File: src/rtl/ps2_key_tracker.sv
// Set-2 scancode parser with Shift/Caps tracking feeding a first-word-fall-through key event FIFO.
// Latency: byte strobe at edge t -> modifiers/FSM at t+1, event visible on key_valid at t+1 when FIFO empty.
// Backpressure: bytes never stall; a push into a full FIFO without a same-cycle pop is dropped and sets overflow.

module key_fifo #(
    parameter int WIDTH = 12,
    parameter int DEPTH = 8
) (
    input  logic             clk,
    input  logic             reset,
    input  logic             in_vld,
    input  logic [WIDTH-1:0] in_dat,
    output logic             out_vld,
    input  logic             out_rdy,
    output logic [WIDTH-1:0] out_dat,
    output logic             drop
);
    localparam int AW = $clog2(DEPTH);
    localparam logic [AW:0] FULL_CNT = (AW+1)'(DEPTH);

    logic [WIDTH-1:0] mem_q [DEPTH];
    logic [WIDTH-1:0] mem_d [DEPTH];
    logic [AW-1:0]    rd_ptr_q, rd_ptr_d, wr_ptr_q, wr_ptr_d;
    logic [AW:0]      cnt_q, cnt_d;
    logic             drop_q, drop_d;
    logic             pop, full, push_ok;

    always_comb begin
        pop      = (cnt_q != '0) && out_rdy;
        full     = (cnt_q == FULL_CNT);
        // A pop frees the slot in the same cycle, so a full FIFO can still accept.
        push_ok  = in_vld && (!full || pop);
        mem_d    = mem_q;
        if (push_ok) begin
            mem_d[wr_ptr_q] = in_dat;
        end
        wr_ptr_d = wr_ptr_q + AW'(push_ok);
        rd_ptr_d = rd_ptr_q + AW'(pop);
        cnt_d    = cnt_q + (AW+1)'(push_ok) - (AW+1)'(pop);
        drop_d   = drop_q || (in_vld && full && !pop);
    end

    always_ff @(posedge clk) begin
        if (reset) begin
            mem_q    <= '{default: '0};
            rd_ptr_q <= '0;
            wr_ptr_q <= '0;
            cnt_q    <= '0;
            drop_q   <= 1'b0;
        end else begin
            mem_q    <= mem_d;
            rd_ptr_q <= rd_ptr_d;
            wr_ptr_q <= wr_ptr_d;
            cnt_q    <= cnt_d;
            drop_q   <= drop_d;
        end
    end

    assign out_vld = (cnt_q != '0);
    assign out_dat = mem_q[rd_ptr_q];
    assign drop    = drop_q;
endmodule

module ps2_key_tracker #(
    parameter int FIFO_DEPTH = 8,
    parameter bit EMIT_BREAK = 1'b0
) (
    input  logic       clk,
    input  logic       reset,
    input  logic [7:0] byte_in,
    input  logic       byte_valid,
    output logic [7:0] key_code,
    output logic       key_ext,
    output logic       key_make,
    output logic       key_caps,
    output logic       key_shift,
    output logic       key_valid,
    input  logic       key_ready,
    output logic       caps_led,
    output logic       shift_state,
    output logic       overflow
);
    typedef enum logic [2:0] {ST_IDLE, ST_EXT, ST_BRK, ST_EXT_BRK, ST_PAUSE} state_t;

    typedef struct packed {
        logic [7:0] code;
        logic       ext;
        logic       make;
        logic       caps;
        logic       shift;
    } key_evt_t;

    state_t     state_q, state_d;
    logic [2:0] skip_q, skip_d;
    logic       lshift_q, lshift_d, rshift_q, rshift_d;
    logic       caps_led_q, caps_led_d, caps_held_q, caps_held_d;
    logic       code_vld, code_ext, code_make;
    logic       is_prefix, is_noise, is_mod;
    logic       evt_vld;
    key_evt_t   evt_dat, head_dat;

    always_comb begin
        is_prefix = (byte_in == 8'hE0) || (byte_in == 8'hF0) || (byte_in == 8'hE1);
        is_noise  = (byte_in == 8'hAA) || (byte_in == 8'hFA) || (byte_in == 8'hEE) ||
                    (byte_in == 8'hFE) || (byte_in == 8'h00) || (byte_in == 8'hFF);
    end

    always_ff @(posedge clk) begin
        if (reset) begin
            state_q <= ST_IDLE;
            skip_q  <= 3'd0;
        end else begin
            state_q <= state_d;
            skip_q  <= skip_d;
        end
    end

    always_comb begin
        state_d = state_q;
        skip_d  = skip_q;
        if (byte_valid) begin
            unique case (state_q)
                ST_IDLE: begin
                    if (byte_in == 8'hE0) begin
                        state_d = ST_EXT;
                    end else if (byte_in == 8'hF0) begin
                        state_d = ST_BRK;
                    end else if (byte_in == 8'hE1) begin
                        state_d = ST_PAUSE;
                        skip_d  = 3'd7;
                    end
                end
                ST_EXT:     state_d = (byte_in == 8'hF0) ? ST_EXT_BRK : ST_IDLE;
                ST_BRK:     state_d = ST_IDLE;
                ST_EXT_BRK: state_d = ST_IDLE;
                ST_PAUSE: begin
                    skip_d = (skip_q == 3'd0) ? 3'd0 : skip_q - 3'd1;
                    if (skip_q <= 3'd1) begin
                        state_d = ST_IDLE;
                    end
                end
                default:    state_d = ST_IDLE;
            endcase
        end
    end

    always_comb begin
        code_vld  = 1'b0;
        code_ext  = 1'b0;
        code_make = 1'b1;
        if (byte_valid) begin
            unique case (state_q)
                ST_IDLE:    code_vld = !is_prefix && !is_noise;
                ST_EXT: begin
                    code_vld = (byte_in != 8'hF0);
                    code_ext = 1'b1;
                end
                ST_BRK: begin
                    code_vld  = 1'b1;
                    code_make = 1'b0;
                end
                ST_EXT_BRK: begin
                    code_vld  = 1'b1;
                    code_ext  = 1'b1;
                    code_make = 1'b0;
                end
                default:    code_vld = 1'b0;
            endcase
        end
    end

    // E0 12 / E0 59 are fake shifts and fall under is_mod, so they neither move shift nor enqueue.
    always_comb begin
        is_mod      = (byte_in == 8'h12) || (byte_in == 8'h59) || (!code_ext && byte_in == 8'h58);
        lshift_d    = lshift_q;
        rshift_d    = rshift_q;
        caps_led_d  = caps_led_q;
        caps_held_d = caps_held_q;
        if (code_vld && !code_ext) begin
            if (byte_in == 8'h12) lshift_d = code_make;
            if (byte_in == 8'h59) rshift_d = code_make;
            if (byte_in == 8'h58) begin
                caps_held_d = code_make;
                if (code_make && !caps_held_q) caps_led_d = !caps_led_q;
            end
        end
        evt_vld       = code_vld && !is_mod && (code_make || EMIT_BREAK);
        evt_dat.code  = byte_in;
        evt_dat.ext   = code_ext;
        evt_dat.make  = code_make;
        evt_dat.caps  = caps_led_q;
        evt_dat.shift = lshift_q || rshift_q;
    end

    always_ff @(posedge clk) begin
        if (reset) begin
            lshift_q    <= 1'b0;
            rshift_q    <= 1'b0;
            caps_led_q  <= 1'b0;
            caps_held_q <= 1'b0;
        end else begin
            lshift_q    <= lshift_d;
            rshift_q    <= rshift_d;
            caps_led_q  <= caps_led_d;
            caps_held_q <= caps_held_d;
        end
    end

    key_fifo #(
        .WIDTH ($bits(key_evt_t)),
        .DEPTH (FIFO_DEPTH)
    ) u_evt_fifo (
        .clk     (clk),
        .reset   (reset),
        .in_vld  (evt_vld),
        .in_dat  (evt_dat),
        .out_vld (key_valid),
        .out_rdy (key_ready),
        .out_dat (head_dat),
        .drop    (overflow)
    );

    assign key_code    = head_dat.code;
    assign key_ext     = head_dat.ext;
    assign key_make    = head_dat.make;
    assign key_caps    = head_dat.caps;
    assign key_shift   = head_dat.shift;
    assign caps_led    = caps_led_q;
    assign shift_state = lshift_q || rshift_q;
endmodule

File: config.mk
export PLATFORM = sky130hd
export DESIGN_NAME = ps2_key_tracker
export DESIGN_NICKNAME = d
export VERILOG_FILES = /design/src/rtl/ps2_key_tracker.sv
export SDC_FILE = /design/constraint.sdc
export NUM_CORES = 1
export LEC_CHECK = 0
export BUFFER_PORTS_ARGS = -buffer_cell sky130_fd_sc_hd__buf_2
export CORE_MARGIN = 3
export CORE_UTILIZATION = 30
export DETAILED_ROUTE_END_ITERATION = 12
export PLACE_DENSITY_LB_ADDON = 0.08
export SLEW_MARGIN = 20
export SYNTH_ARGS = -nofsm -noshare
export SYNTH_HDL_FRONTEND = slang
export SYNTH_SLANG_ARGS = --single-unit
File: constraint.sdc
create_clock -name clk -period 3.67 [get_ports clk]
set_input_delay 0.1835 -clock clk [delete_from_list [all_inputs] [get_ports clk]]
set_output_delay 0.1835 -clock clk [all_outputs]
set_load 0.005 [all_outputs]
== Yosys cells after proc, flatten, opt, wreduce, memory -nomap -nowiden ==
Index checks and enable logic that the tools add are counted.
W data, S select, Z words.

* Register bits after elaboration: 117
* Latch bits: 0
* Memory bits (writable): 0
* Memory bits (read-only): 0
* Input bits: 12
* Output and inout port bits: 16
* Word-level logic and storage cells: 118
* Memories: 0

* $add $sub $neg: 5
* $mul: 0
* Div/mod/pow operators: 0
* Order comparisons: 4
* Equal/unequal tests: 22
* Shifts and indexed selects: 0
* Muxes and demuxes: 23
* Bitwise operators: 2
* Reductions and logical operators: 44

{| class="wikitable"
|+ Operators with widths
! operator !! number
|-
| $bwmux W96 || 1
|-
| $eq A8 B8 Y1 const B || 8
|-
| $bmux W12 S3 || 1
|-
| $demux W12 S3 || 1
|-
| $mux W12 || 3
|-
| $mux W3 || 8
|-
| $eq A8 B7 Y1 const B || 2
|-
| $logic_or A1 B1 Y1 || 12
|-
| $logic_and A1 B1 Y1 || 11
|-
| $pmux W3 S3 || 1
|-
| $eq A8 B5 Y1 const B || 1
|-
| $ge A4 B4 Y1 const B || 2
|-
| $logic_not A1 Y1 || 8
|-
| $logic_not A8 Y1 || 1
|-
| $ne A2 B2 Y1 const B || 4
|-
| $ne A8 B8 Y1 const B || 1
|-
| $not A3 Y4 || 2
|-
| $add A3 B1 Y3 || 2
|-
| $eq A3 B2 Y1 const B || 2
|-
| $logic_not A3 Y1 || 2
|-
| $pmux W3 S2 || 1
|-
| $reduce_and A2 Y1 || 3
|-
| $reduce_and A3 Y1 || 2
|-
| $mux W1 || 5
|-
| 15 further kinds || 16
|}

== Longest topological paths before layout ==
* Word-level depth: 15
* Mapped depth: 12
* Mapped depth without buffers: 11

== Hierarchy ==
A second synthesis with hierarchy kept.

* Cell total of the unflattened synthesis: 543
* Area, all modules: 5,988.2 µm²

{| class="wikitable"
|+ By module, submodules not included
! module !! instances !! cells each !! area an instance (µm²) !! sequential area each (µm²)
|-
| key_fifo || 1 || 450 || 5,243.8 || 2,142.1
|-
| ps2_key_tracker || 1 || 93 || 744.5 || 200.2
|}

== Worst setup path before layout ==
OpenSTA, ideal clock, no wires.

* Path type: flip-flop to flip-flop
* From: register state_q[2]
* To: register u_evt_fifo.cnt_q[1]
* Setup time: 128 ps
* Data arrival time: 2,653 ps
* Required time: 3,542 ps
* Setup slack: 889 ps
* Cell stages (with the launch flop): 10
* Path buffers: 2
* Period minus slack after synthesis: 2,781 ps
* Path through: dfxtp_1 -> clkbuf_1 -> nor3_1 -> nand2_2 -> o32ai_2 -> buf_2 -> nor4bb_1 -> ha_1 -> fa_1 -> nor2b_1

* Longest elaborated chain between the ends: 13
* Elaborated cells on any way between the ends: 21
* Classes of those cells: add/sub (2); eq/ne (3); mux (6); reduce/logical (10)

{| class="wikitable"
|+ RTL lines
! element !! line !! RTL
|-
| from (decl) || 93 || <nowiki>state_t state_q, state_d;</nowiki>
|-
| from (signal assigned) || 113 || <nowiki>state_q <= state_d;</nowiki>
|-
| $eq A3 B2 Y1 or $eq A3 B1 Y1 (tied branches) || 152 || <nowiki>unique case (state_q)</nowiki>
|-
| $reduce_or A2 Y1 (no source line) || - ||
|-
| $mux W1 || 152 ||
|-
| $mux W1 || 151 || <nowiki>if (byte_valid) begin</nowiki>
|-
| $logic_not A1 Y1 || 174 || <nowiki>is_mod = (byte_in == 8'h12) || (byte_in == 8'h59) || (!code_ext && byte_in == 8'h58);</nowiki>
|-
| $logic_and A1 B1 Y1 || 174 ||
|-
| $logic_or A1 B1 Y1 || 174 ||
|-
| $logic_not A1 Y1 || 187 || <nowiki>evt_vld = code_vld && !is_mod && (code_make || EMIT_BREAK);</nowiki>
|-
| $logic_and A1 B1 Y1 || 187 ||
|-
| $logic_and A1 B1 Y1 * || 187 ||
|-
| $logic_and A1 B1 Y1 * || 32 || <nowiki>push_ok = in_vld && (!full || pop);</nowiki>
|-
| $add A4 B1 Y4 * || 39 || <nowiki>cnt_d = cnt_q + (AW+1)'(push_ok) - (AW+1)'(pop);</nowiki>
|-
| $sub A4 B1 Y4 * || 39 ||
|-
| net u_evt_fifo.cnt_d[1] || 24 || <nowiki>logic [AW:0] cnt_q, cnt_d;</nowiki>
|-
| to (signal assigned) || 54 || <nowiki>cnt_q <= cnt_d;</nowiki>
|-
| to (decl) || 24 ||
|}

The timed path passes the listed nets; every way through them passes the cells marked *.
A chain may end at the register's enable or synchronous reset.

== Worst setup path in the final report ==
Ends and elaborated chain as after synthesis.

==> impl_results.md <==
* Post-synth EDFFs at 0
* Post-cts resize count at 0
* Final core occ at 0.361
* Maximum fanout along the worst path at 18
* I/O Pins at 28
* Worst hold slack at 0.127 ns
* Switching Share at 0.270
* Ys async rst share at 0
* Area of the mapped netlist at 0.00542 mm²
* P per Cell Area at 577 mW/mm²
* Fmax at 355 MHz
* Clk pwr share at 0.436
* Reg power frac at 0.389
* Area leader, netlist: dfxtp_1
* Ys flop type: dfxtp_1
* Setup crit end kind: register
* Post-placement worst setup slack at 0.839 ns
* Largest net degree at the start of global routing at 53
* Congestion Overflow GR at 0
* Clock slew at reported path FFs at 0.06 ns
* Initial DRC count at 214
* Port Buffer Count at 27
* DPL Wire Length at 8.80 mm
* Post-synth net total at 558
* Wire length per cell at approximately 17 µm
* Min Clock Period, post-route at around 2.8 ns
* Worst-Margin Slew at ~1 ns
* RSZ-0062 raised after global routing: false
* Longest Clk Path Bufs at 2
* Vias in the first global route at 3964
* Sink Count at about 120
* Area grow syn2layout at 16.4%
* Core area at 0.0175 mm²
* Reg2reg setup slack at 0.85 ns
* Starting Density at 0.310
* Dpl cells at 761
* Reg2Reg Depth at 8
* P_leak at ~2.8 nW
* Die area at 0.0197 mm²
* Gpl congestion at 0.733
* Clock root buffer: clkbuf_16
* Layout cells sized above 1 at 0.195
* Combinational share of power at 0.174
* TritonCTS buffer count at 17
* Fin. max-slew vios at 0
* H-tree Lvls at 4
* Clock latency on the worst-skew pair at 0.41 ns
* Clock skew at a little under 0.01 ns
* Synth warnings at 0
* Final worst-path setup slack at around 0.85 ns
* Setup_tns at 0 ns
* Post-CTS setup buffer count at 0
* Number of diodes at 0
* Die Ht at 140 µm
* R2R Path End: u_evt_fifo.cnt_q[1]
* Most frequent cells after synthesis: 117 x dfxtp_1, 117 x nand2_1, 89 x mux2i_1, 31 x nor2_1, 24 x mux4_2
* Via density at 4.88
* Vias at 3873
* GRT Resource Usage Total at 0.145
* Critical path type: reg2reg
* Total Wirelength at 13.5 mm
* Status: complete, no violations
* Hold buffers post-CTS at 0
* NetSw at 0.983 mW
* Initial antenna violation count at 0
* Maximum VDD drop at 0.345 mV
* Number of remaining DRC errors at 0
* # nets final at 580
* First-pass GRT wire length at 22.0 mm
* Final hold violation count at 0
* Maxcap violations at 0
* Final cell count without fillers at 793
* Final antenna-violating net count at 0
* Part of the cycle the worst path needs at 0.768
* CP Capture Point: u_evt_fifo.cnt_q[1]
* Synth top area share at 0.432
* Internal Power at roughly 2.7 mW
* Row count at 48
* Max transition margin at 0.346
* Post-synthesis sequential area ratio at 0.432
* Synth Instances at 533
* Worst Setup SP: state_q[2]
* Area contributors post-synth: dfxtp_1 43%, mux2i_1 16%, mux4_2 10%, nand2_1 8.1%, ha_1 2.8%
* Setup violations, final at 0
* Synth Area per Inst at a little over 10 µm²
* CP required at 3.95 ns
* Distinct cells, synth at 48
* Number of synthesized register bits at 117
* Tightest Hold Check Type: in2reg
* RR Startpoint: state_q[2]
* Drt pass-1 iters at 4
* Worst Setup Start Kind: register
* Die W at 140 µm
* CTS tree: built
* WP data arrival at 3.10 ns
## cells in the final DEF (no fill, tap or decap), types with 2 or more instances in the layout
cell | synthesis | final
nand2_1 | 117 | 117
dfxtp_1 | 117 | 116
mux2i_1 | 89 | 89
nor2_1 | 31 | 31
buf_2 | 3 | 27
mux4_2 | 24 | 24
clkbuf_16 | 0 | 17
a21oi_1 | 15 | 15
inv_1 | 12 | 12
mux2_2 | 12 | 12
nor3_1 | 12 | 12
ha_1 | 12 | 12
buf_4 | 7 | 9
nor2b_1 | 7 | 7
clkinv_2 | 0 | 6
xnor2_1 | 5 | 5
clkbuf_8 | 0 | 5
nor4_1 | 4 | 4
o21ai_0 | 4 | 4
nand2b_1 | 3 | 3
nand4_1 | 3 | 3
a211oi_1 | 3 | 3
and2_1 | 2 | 2
nand3_1 | 2 | 2
o211ai_1 | 2 | 2
nor4b_1 | 2 | 2
nand4b_1 | 2 | 2
clkinvlp_4 | 0 | 2
## power groups by stage
stage	Combinational (mW)	Sequential, mW	Clock (mW)
detailed placement	0.646	1.44	0
finish	0.634	1.42	1.59
global route	0.718	1.42	1.70
CTS	0.650	1.42	1.63
global placement	0.641	1.44	0
floorplan	0.494	1.39	0
## cell families (layout without fill, tap and decap cells)
logic type | after synthesis | after routing | synth area share
buffers and inverters | 46 | 81 | 0.0409
adder cells (fa/ha/maj) | 13 | 13 | 0.0314
AND/OR/NAND/NOR | 192 | 192 | 0.155
multiplexers | 125 | 125 | 0.289
XOR/XNOR | 5 | 5 | 0.00808
flip-flops | 117 | 117 | 0.432
AO/OA/AOI/OAI | 35 | 35 | 0.0430
## worst max-delay path, cell delays in order, from the launching register on
cell and delay, ns:
dfxtp_1 0.38, nor3_1 0.35, nand2_2 0.13, o32ai_2 0.28
buf_4 0.26, nor4bb_1 0.47, ha_1 0.27, fa_1 0.41
nor2b_1 0.13
## how the worst min path moves through the flow
stage | start | endpoint | cells past startpoint
after floorplan | byte_valid | state_q[2] | 2
after global placement | u_evt_fifo.mem_q[51] | u_evt_fifo.mem_q[51] | 2
after detailed placement | u_evt_fifo.mem_q[58] | u_evt_fifo.mem_q[58] | 2
after CTS | byte_valid | state_q[2] | 3
after global routing | byte_valid | state_q[2] | 3
final | byte_valid | state_q[2] | 3
## per-stage QoR
step                      power (mW)  cell area [µm²]
after floorplan                 1.89             5420
after global placement          2.08             5730
after detailed placement        2.09             5730
after CTS                       3.70             6300
after global routing            3.84             6300
final                           3.64             6300
## metal layers
layer	wire [µm]	up-vias	GRT usage
met5	0	-	0
met3	435	16	0.0399
met1	6310	1895	0.186
li1	-	1910	-
met2	6610	52	0.237
met4	180	0	0.0464
## registers in the layout, summed over array words and instances, names as in the netlist
register / count
u_evt_fifo.rd_ptr_q: 3
u_evt_fifo.wr_ptr_q: 3
u_evt_fifo.drop: 1
caps_led: 1
skip_q: 3
lshift_q: 1
u_evt_fifo.mem_q: 96
rshift_q: 1
state_q: 3
u_evt_fifo.cnt_q: 4
caps_held_q: 1
## cell type report
type | instances | area (µm²)
clock buffers | 23 | 498
clock inverters | 9 | 75.1
fillers | 1717 | 11200
inverters | 13 | 48.8
multi-input cells | 370 | 2850
flip-flops and latches | 117 | 2340
well taps | 225 | 282
repair buffers | 36 | 203
(Power assumes the default switching activity.)
